**src/rtl/mult_arbiter.sv**
```systemverilog
// Round-robin arbiter and sequencer sharing one registered multiply-add unit
// among four requesters; results return in issue order through a 2-entry FIFO.
module mult_arbiter #(
  parameter int NREQ = 4,
  parameter int W    = 8,
  parameter int RW   = 17
) (
  input  logic              clock,
  input  logic              reset_n,
  input  logic [NREQ-1:0]   req,
  input  logic [NREQ*W-1:0] opa_in,
  input  logic [NREQ*W-1:0] opb_in,
  input  logic [NREQ*W-1:0] opc_in,
  output logic [NREQ-1:0]   gnt,
  output logic [W-1:0]      mult_opa,
  output logic [W-1:0]      mult_opb,
  output logic [W-1:0]      mult_opc,
  output logic              mult_reset,
  input  logic [RW-1:0]     mult_result,
  output logic              rsp_valid,
  input  logic              rsp_ready,
  output logic [1:0]        rsp_id,
  output logic [RW-1:0]     rsp_data,
  output logic              busy
);

  logic [1:0]    r_rr_ptr;
  logic          r_inflight;
  logic [1:0]    r_inflight_id;
  logic [1:0]    r_count;
  logic          r_rd_ptr;
  logic          r_wr_ptr;
  logic [1:0]    r_fifo_id   [2];
  logic [RW-1:0] r_fifo_data [2];

  logic          w_pop;
  logic          w_push;
  logic [2:0]    w_occ;
  logic          w_issue_ok;
  logic          w_found;
  logic [1:0]    w_gnt_id;
  logic [1:0]    w_idx;

  assign w_pop      = rsp_valid & rsp_ready;
  assign w_push     = r_inflight;
  assign w_occ      = {1'b0, r_count} + {2'b00, r_inflight};
  // Pop frees a slot this same cycle, so a full pipeline can still issue.
  assign w_issue_ok = (w_occ < 3'd2) || ((w_occ == 3'd2) && w_pop);

  always_comb begin
    w_found  = 1'b0;
    w_gnt_id = '0;
    w_idx    = '0;
    gnt      = '0;
    if (reset_n && w_issue_ok) begin
      for (int unsigned k = 0; k < NREQ; k++) begin
        w_idx = r_rr_ptr + 2'(k);
        if (!w_found && req[w_idx]) begin
          w_found  = 1'b1;
          w_gnt_id = w_idx;
        end
      end
    end
    if (w_found) gnt[w_gnt_id] = 1'b1;
  end

  assign mult_opa   = w_found ? opa_in[w_gnt_id*W +: W] : '0;
  assign mult_opb   = w_found ? opb_in[w_gnt_id*W +: W] : '0;
  assign mult_opc   = w_found ? opc_in[w_gnt_id*W +: W] : '0;
  assign mult_reset = ~reset_n;

  assign rsp_valid  = (r_count != 2'd0);
  assign rsp_id     = r_fifo_id[r_rd_ptr];
  assign rsp_data   = r_fifo_data[r_rd_ptr];
  assign busy       = r_inflight | rsp_valid;

  always_ff @(posedge clock or negedge reset_n) begin
    if (!reset_n) begin
      r_rr_ptr       <= '0;
      r_inflight     <= 1'b0;
      r_inflight_id  <= '0;
      r_count        <= '0;
      r_rd_ptr       <= 1'b0;
      r_wr_ptr       <= 1'b0;
      r_fifo_id[0]   <= '0;
      r_fifo_id[1]   <= '0;
      r_fifo_data[0] <= '0;
      r_fifo_data[1] <= '0;
    end else begin
      r_inflight <= w_found;
      if (w_found) begin
        r_rr_ptr      <= w_gnt_id + 2'd1;
        r_inflight_id <= w_gnt_id;
      end
      if (w_push) begin
        r_fifo_id[r_wr_ptr]   <= r_inflight_id;
        r_fifo_data[r_wr_ptr] <= mult_result;
        r_wr_ptr              <= ~r_wr_ptr;
      end
      if (w_pop) r_rd_ptr <= ~r_rd_ptr;
      case ({w_push, w_pop})
        2'b10:   r_count <= r_count + 2'd1;
        2'b01:   r_count <= r_count - 2'd1;
        default: r_count <= r_count;
      endcase
    end
  end

  no_overflow: assert property (@(posedge clock) disable iff (!reset_n)
    !(w_push && !w_pop && (r_count == 2'd2)));

endmodule
```
**config.mk**
```make
export PLATFORM = sky130hd
export DESIGN_NAME = mult_arbiter
export DESIGN_NICKNAME = d
export VERILOG_FILES = /design/src/rtl/mult_arbiter.sv
export SDC_FILE = /design/constraint.sdc
export NUM_CORES = 1
export LEC_CHECK = 0
export ABC_AREA = 0
export BUFFER_PORTS_ARGS = -buffer_cell sky130_fd_sc_hd__buf_4
export CORE_ASPECT_RATIO = 1.5
export CORE_UTILIZATION = 46
export DETAILED_ROUTE_END_ITERATION = 8
export PLACE_DENSITY = 0.89
export SLEW_MARGIN = 10
export SYNTH_ARGS = -nofsm -noshare
export SYNTH_HDL_FRONTEND = slang
export SYNTH_SLANG_ARGS = --single-unit
```
**constraint.sdc**
```tcl
create_clock -name clock -period 3.43 [get_ports clock]
set_input_delay 0.686 -clock clock [delete_from_list [all_inputs] [get_ports clock]]
set_output_delay 0.686 -clock clock [all_outputs]
set_load 0.1 [all_outputs]
```
==> results of run 1 <==
worst register-to-register path: cells and delay by family (launching register included):
| kind | cells | cell delay [ns] |
|---|---|---|
| muxes | 1 | 0.29 |
| and+or+nand+nor | 3 | 0.48 |
| buffers and inverters | 2 | 0.23 |
| adders and majority gates | 3 | 0.72 |
| AOI/OAI and AO/OA | 1 | 0.25 |
| DFF | 1 | 0.43 |
repair_timing:
| action | in CTS | in global routing |
|---|---|---|
| setup endpoints to repair | 26 | 12 |
| buffers inserted | 3 | 0 |
| gates resized for setup | 6 | 17 |
| hold buffers | 0 | 0 |
| cloned | 0 | 1 |
| pin swaps | 1 | 2 |
cell type report:
type / count / area, µm² / share of cell area (%)
repair buffers: 183 / 1470 / 31.1
inverters: 7 / 26.3 / 0.554
clock inverters: 3 / 43.8 / 0.923
clock buffers: 5 / 68.8 / 1.45
well taps: 76 / 95.1 / 2.00
multi-input cells: 200 / 1860 / 39.2
flip-flops and latches: 47 / 1180 / 24.8
state kept, by name, indices dropped and copies added, names as in the netlist:
| signal | cells |
|---|---|
| r_fifo_data | 34 |
| r_rd_ptr | 1 |
| r_wr_ptr | 1 |
| r_count | 2 |
| r_rr_ptr | 2 |
| r_inflight_id | 2 |
| r_inflight | 1 |
| r_fifo_id | 4 |
cell usage after synthesis, types with 3 or more instances:
cell type,instances,share of area (%)
and2_1,5,0.99
buf_2,13,2.1
buf_6,3,1.1
dfrtp_1,47,37
ha_1,8,3.2
inv_1,4,0.47
inv_2,3,0.36
mux2_1,11,3.9
mux2_2,47,17
mux2i_1,25,7.9
nand2_1,28,3.3
nand4_1,24,4.7
nor2_1,4,0.47
o221ai_1,7,1.9
o221ai_2,17,8.1
xnor2_1,3,0.83
logic make-up after synthesis:
kind of cell	after synthesis	synth area share (%)
muxes	83	28.5
and+or+nand+nor	71	12.2
DFF	47	37.1
AOI/OAI and AO/OA	33	12.7
buffers and inverters	29	5.01
adders and majority gates	8	3.16
xor gates and xnor gates	5	1.38
per-layer routing:
layer / share of wire (%) / track usage [%] / routed length (µm)
met5: 0 / 0 / 0
met4: 0.94 / 5.71 / 92
met3: 7.6 / 4.09 / 748
met2: 53 / 48.0 / 5240
met1: 38 / 31.4 / 3720
final timing paths:
kind | startpoint | endpoint | slack, ns | cells after the start
worst max-delay path | r_count[0]$_DFFE_PN0P_ | gnt[0] | 0.11 | 12
worst min-delay path | reset_n | r_wr_ptr$_DFFE_PN0P_ | 0.34 | 2
worst max register to register | r_count[0]$_DFFE_PN0P_ | r_rr_ptr[1]$_DFFE_PN0P_ | 0.92 | 10
worst min register to register | r_fifo_id[2]$_DFFE_PN0P_ | r_fifo_id[2]$_DFFE_PN0P_ | 0.49 | 1
max in group asynchronous | reset_n | r_fifo_data[21]$_DFFE_PN0P_ | 2.68 | 2
min in group clock | r_fifo_id[2]$_DFFE_PN0P_ | r_fifo_id[2]$_DFFE_PN0P_ | 0.49 | 1
through the flow:
step	hold WS (ns)	utilization, %	std cells
after global routing	0.345	72.1	521
final	0.344	72.1	521
after floorplan	0.390	-	276
after global placement	0.463	68.5	509
after CTS	0.344	70.9	520
after detailed placement	0.472	68.5	509
==> flow_summary_export.csv, run 1 <==
group,metric,value,unit
placed_design,pre_cts_ws,0.199,ns
setup_path,critPathTopFamily,"simple AND/OR/NAND/NOR gates",
setup_path,cp_slowest_cell,"dfrtp_2",
logic_synthesis,ys.flop_type,"dfrtp_1",
global_routing,grt_max_degree,52,
logic_synthesis,synth_area,3170,µm²
layout,final_area,4740,µm²
routing,first_iter_violations,198,
timing,slew_viol_final,0,
logic_synthesis,async_reset_ff_share,100,%
timing,fin_crit_sh,96.8,%
worst_hold_path,hold_class,"primary input to async pin",
global_routing,grt_pass1_wl,15200,µm
setup_path,crit_arrival,2.63,ns
layout,antenna_cells,0,
routing,wl_per_cell,18.8,µm
global_routing,grt_pass1_vias,3184,
routing,routed-via-count,3029,
setup_path,worstSetupEndpointType,"primary output",
run_status,run_status,"finished, final reports clean",
timing,setup_tns,0,ns
timing,setup_violations,0,
setup_path,critPathMaxStageDelay,0.43,ns
logic_synthesis,synth_edf_count,0,
floorplanning,die_w,69.8,µm
global_routing,grt_usage,26.1,%
setup_path,cp.required,2.74,ns
routing,drc,0,
routing,ant_nets,0,
setup_path,cp_max_fo,9,
setup_path,startpoint_type,"flip-flop",
placed_design,post-dp-hpwl,7380,µm
placed_design,portBuffers,169,
timing,hold_violations,0,
flow_run,cap_violations,0,
layout,area_growth,49.6,%
placed_design,place_area,4500,µm²
floorplanning,die-area,7240,µm²
logic_synthesis,synth.distinct_cells,37,
clocking,cts.sinks,47,
timing,clock_skew,0.00928,ns
setup_path,path_class,"flip-flop to primary output",
layout,final_layout_size_suffix_gt1_share,61.3,%
setup_path,cp_num_buf_inv,4,
clocking,cts-root-buf,"clkbuf_8",
timing,layout_setup_ws,0.111,ns
setup_path,path_cells,"ha_2, inv_1, ha_1, and4bb_1, a22oi_4, nor2_4, and2_4, buf_6, inv_2, ha_1, and2_4, buf_12",
logic_synthesis,yosysSeqAreaShare,37.1,%
timing,worstMarginPinSlew,1.02,ns
placed_design,gp_congestion,0.804,
logic_synthesis,synth_nets,404,
logic_synthesis,ys_warn_count,0,
timing,max_freq,0.301,GHz
clocking,clkLatencyLatePin,0.30,ns
routing,drt_wl_total,9810,µm
logic_synthesis,netlist_instances,276,
layout,fin_nets,572,
clocking,clk_pin_slew,0.09,ns
floorplanning,rows,36,
clocking,cts_tree,"yes",
logic_synthesis,synth_area_per_cell,11.5,µm²
clocking,cts_buffers,5,
global_routing,antenna_found_initial,0,
floorplanning,coreArea,6580,µm²
global_routing,grt_overflow,0,
routing,viasPerCell,5.81,
timing,max-slew-margin-rel,32.2,%
floorplanning,die_height,104,µm
floorplanning,design.portCount,170,
timing,min_period,3.32,ns
layout,final_common_cell,"buf_4",
layout,fill_cells,484,
routing,firstDrtPassIters,4,
clocking,cts.path.max_buffers,2,
layout,final_cell_mix,"168 x buf_4, 47 x mux2_2, 46 x dfrtp_1",
logic_synthesis,ys_ff_latch,47,
floorplanning,initial_utilization,48.2,%
clocking,h-tree-depth,2,
Power of run 1 is left out: the tool's default activity adds up to more than one toggle a clock period on the data nets, which glitch-free logic cannot reach.
==> run 2: changes to the inputs <==
CORE_ASPECT_RATIO = default   (was 1.5)
==> flow_summary_export.csv, run 2 (synthesis gave the netlist of run 1 again) <==
group,metric,value,unit
timing,worstMarginPinSlew,1.02,ns
floorplanning,die-area,7230,µm²
placed_design,portBuffers,169,
floorplanning,design.portCount,170,
placed_design,gp_congestion,0.809,
setup_path,cp.required,2.74,ns
routing,met2_wirelength,5000,µm
layout,top_regs,"r_fifo_data x34, r_fifo_id x4",
setup_path,startpoint_type,"flip-flop",
timing,fin_crit_sh,96.0,%
routing,drc,0,
routing,ant_nets,0,
timing,clock_skew,0.0104,ns
setup_path,crit-reg2reg-launch,"r_inflight$_DFF_PN0_",
layout,fin_nets,568,
clocking,cts_tree,"yes",
flow_run,cap_violations,0,
placed_design,place_area,4490,µm²
floorplanning,rows,29,
clocking,cts.sinks,47,
timing,rsz0062_at_grt,"false",
floorplanning,die_height,85.0,µm
routing,first_iter_violations,159,
global_routing,antenna_found_initial,0,
layout,final_layout_size_suffix_gt1_share,60.8,%
layout,final_common_cell,"buf_4",
setup_path,cp_max_fo,14,
layout,area_growth,50.5,%
timing,max_freq,0.304,GHz
routing,dr_wl_met3,411,µm
layout,largest_register_ffs,34,
setup_path,r2r_end,"r_rr_ptr[1]$_DFFE_PN0P_",
setup_path,path_class,"flip-flop to primary output",
clocking,cts.path.max_buffers,2,
layout,final_core_util,73.5,%
routing,highest_layer,"met4",
setup_path,r2r_setup_slack,1.00,ns
timing,hold_violations,0,
run_status,run_status,"finished, final reports clean",
global_routing,grt_max_degree,52,
timing,slew_viol_final,0,
placed_design,post-dp-hpwl,6430,µm
clocking,cts_buffers,5,
layout,final_area,4770,µm²
clocking,clkLatencyLatePin,0.31,ns
global_routing,grt_usage,24.5,%
worst_hold_path,min-delay-start,"r_fifo_data[26]$_DFFE_PN0P_",
setup_path,reg2regPathDepth,10,
timing,min_period,3.29,ns
clocking,cts-root-buf,"clkbuf_8",
timing,setup_violations,0,
clocking,h-tree-depth,2,
routing,viasPerCell,5.65,
global_routing,grt_pass1_wl,14100,µm
setup_path,worstSetupStartpoint,"r_inflight$_DFF_PN0_",
layout,antenna_cells,0,
routing,drt_wl_total,9190,µm
layout,largest_register,"r_fifo_data",
global_routing,grt_overflow,0,
setup_path,critical_path.endpoint,"mult_opc[1]",
routing,drt-met1-wl,3600,µm
setup_path,worstSetupEndpointType,"primary output",
floorplanning,die_w,85.0,µm
timing,max-slew-margin-rel,31.7,%
worst_hold_path,hold_class,"flip-flop to flip-flop",
routing,firstDrtPassIters,5,
floorplanning,initial_utilization,48.8,%
layout,final_cell_mix,"159 x buf_4, 47 x mux2_2, 47 x dfrtp_1",
clocking,clk_pin_slew,0.09,ns
routing,routed-via-count,2928,
floorplanning,coreArea,6490,µm²
setup_path,crit_arrival,2.61,ns
routing,wl_per_cell,17.7,µm
global_routing,grt_pass1_vias,2936,
-- run 2: cell type report --
cell class	count	area, µm²
tap	77	96.3
clock buffer	5	68.8
inverter	7	26.3
clock inverter	3	46.3
timing repair buffer	179	1490
sequential	47	1180
fill	456	1720
multi-input combinational	200	1860
-- run 2: worst min-delay path by stage --
stage	to	cells after the start
floorplan	r_count[0]$_DFFE_PN0P_	0
CTS	r_fifo_data[26]$_DFFE_PN0P_	1
detailed placement	r_fifo_data[26]$_DFFE_PN0P_	1
finish	r_fifo_data[26]$_DFFE_PN0P_	1
global route	r_fifo_data[26]$_DFFE_PN0P_	1
global placement	r_fifo_id[2]$_DFFE_PN0P_	1
-- run 2: repair_timing --
| action | CTS | global route |
|---|---|---|
| hold endpoints to repair | 0 | 0 |
| hold buffers | 0 | 0 |
| pin swaps | 1 | 2 |
| buffers inserted | 2 | 0 |
| resized for setup | 11 | 17 |
| cloned | 0 | 2 |
| endpoints found under the setup margin | 28 | 12 |
-- run 2: through the flow --
step	setup TNS (ns)	hold slack (ns)	setup WS (ns)	instances
CTS	0	0.493	0.0623	516
global route	0	0.510	0.00784	518
detailed placement	0	0.472	0.124	506
finish	0	0.487	0.138	518
global placement	0	0.463	0.233	506
floorplan	-3.24	0.390	-0.469	276
-- run 2: routing by layer --
metal	track usage, %	vias up
met3	4.18	17
met5	0	-
met1	30.7	1439
met2	43.2	107
met4	7.24	0
li1	-	1365
-- run 2: critical path, cell delays in order (launching register included) --
cell and delay (ns):
dfrtp_1 0.39, ha_1 0.22, inv_1 0.06, ha_1 0.22
and4bb_1 0.21, a22oi_4 0.24, nor2_4 0.08, and2_4 0.18
clkbuf_16 0.19, o221ai_2 0.19, buf_4 0.31
Power of run 2 is left out for the same reason.
==> run 3: changes to the inputs <==
CORE_UTILIZATION = 45   (was 46)
CTS_CLUSTER_SIZE = 10   (was default)
PLACE_DENSITY = 0.87   (was 0.89)
==> flow_summary_export.csv, run 3 (synthesis gave the netlist of run 1 again) <==
group,metric,value,unit
setup_path,cp.required,2.74,ns
global_routing,grt_pass1_wl,13300,µm
floorplanning,die_w,85.9,µm
timing,clock_skew,0.0125,ns
setup_path,path_class,"flip-flop to primary output",
layout,fin_nets,574,
floorplanning,rows,30,
layout,area_growth,54.3,%
layout,seqCellArea,1180,µm²
global_routing,grt_pass1_vias,2846,
floorplanning,die_height,85.9,µm
routing,firstDrtPassIters,4,
routing,ant_nets,0,
clocking,clk_pin_slew,0.09,ns
clocking,cts-root-buf,"clkbuf_8",
floorplanning,die-area,7390,µm²
floorplanning,initial_utilization,46.7,%
global_routing,grt_overflow,0,
floorplanning,design.portCount,170,
setup_path,cp_max_fo,14,
placed_design,gp_congestion,0.844,
layout,fill_cells,485,
layout,largest_register,"r_fifo_data",
routing,first_iter_violations,107,
routing,drc,0,
routing,routed-via-count,2919,
global_routing,antenna_found_initial,0,
timing,max-slew-margin-rel,31.7,%
layout,top_regs,"r_fifo_data x34, r_fifo_id x4",
floorplanning,coreArea,6790,µm²
timing,max_freq,0.301,GHz
placed_design,portBuffers,169,
flow_run,cap_violations,0,
timing,slew_viol_final,0,
setup_path,crit_arrival,2.64,ns
timing,fin_crit_sh,96.9,%
worst_hold_path,hold_class,"flip-flop to flip-flop",
timing,min_period,3.32,ns
clocking,cts.path.max_buffers,2,
routing,viasPerCell,5.38,
layout,largest_register_ffs,34,
timing,hold_violations,0,
routing,drt_wl_total,9130,µm
setup_path,worstSetupEndpointType,"primary output",
global_routing,grt_usage,22.6,%
layout,final_layout_size_suffix_gt1_share,61.5,%
clocking,cts_tree,"yes",
placed_design,place_area,4530,µm²
global_routing,grt_max_degree,52,
routing,wl_per_cell,16.8,µm
layout,multi_input_area,1880,µm²
clocking,cts.sinks,47,
layout,final_common_cell,"buf_4",
layout,antenna_cells,0,
clocking,clkLatencyLatePin,0.29,ns
layout,final_area,4890,µm²
timing,worstMarginPinSlew,1.02,ns
clocking,h-tree-depth,2,
clocking,cts_buffers,5,
setup_path,startpoint_type,"flip-flop",
placed_design,post-dp-hpwl,6440,µm
layout,final_cell_mix,"156 x buf_4, 47 x mux2_2, 47 x dfrtp_1",
run_status,run_status,"finished, final reports clean",
timing,setup_violations,0,
[run 3: cell count changes in the layout (fill, tap and decap cells not counted), sizes merged]
cell,delta
clkbuf,+2
clkinvlp,-1
inv,-1
bufinv,-1
buf,+6
clkinv,+1
[run 3: worst paths after layout]
path	from	endpoint	slack, ns	depth (start not counted)
min reg2reg	r_fifo_data[27]$_DFFE_PN0P_	r_fifo_data[27]$_DFFE_PN0P_	0.49	1
min in group asynchronous	reset_n	r_fifo_data[8]$_DFFE_PN0P_	0.53	2
max	r_inflight$_DFF_PN0_	mult_opa[3]	0.11	10
max in group asynchronous	reset_n	r_fifo_data[20]$_DFFE_PN0P_	2.51	2
max reg2reg	r_inflight$_DFF_PN0_	r_rr_ptr[1]$_DFFE_PN0P_	1.05	10
min	r_fifo_data[27]$_DFFE_PN0P_	r_fifo_data[27]$_DFFE_PN0P_	0.49	1
[run 3: timing repair]
| item | 4_1_cts | 5_1_grt |
|---|---|---|
| resized for setup | 5 | 35 |
| setup endpoints to repair | 25 | 28 |
| buffers inserted | 2 | 4 |
| pin swaps | 1 | 2 |
| hold buffers | 0 | 0 |
| gates cloned | 0 | 2 |
[run 3: layout make-up]
type	instances	area share [%]
Timing Repair Buffer	185	32.5
Multi-Input combinational cell	200	38.5
Inverter	7	0.537
Clock buffer	7	1.77
Tap cell	96	2.46
Clock inverter	1	0.179
Sequential cell	47	24.0
[run 3: worst max-delay path: stages (launching register included)]
cell	delay, ns
dfrtp_1	0.39
ha_1	0.21
inv_1	0.06
ha_1	0.21
and4bb_1	0.21
a22oi_4	0.24
nor2_4	0.08
and2_2	0.23
buf_6	0.18
o221ai_1	0.25
buf_6	0.26
[run 3: stage by stage]
step / worst slack [ns] / hold slack [ns] / TNS, ns / utilization (%) / cells
after floorplan: -0.469 / 0.390 / -3.24 / - / 276
after global placement: 0.365 / 0.462 / 0 / 66.6 / 527
after detailed placement: 0.282 / 0.471 / 0 / 66.6 / 527
after CTS: 0.0133 / 0.494 / 0 / 68.5 / 537
after global routing: -0.0288 / 0.502 / -0.326 / 72.0 / 543
final: 0.106 / 0.488 / 0 / 72.0 / 543
[run 3: layer usage]
metal / global-route usage (%) / vias up / wire length [µm]
met2: 38.1 / 106 / 4730
met1: 28.6 / 1414 / 3690
met4: 7.73 / 0 / 170
met3: 4.72 / 16 / 537
li1: - / 1383 / -
met5: 0 / - / 0
Power of run 3 is left out for the same reason.
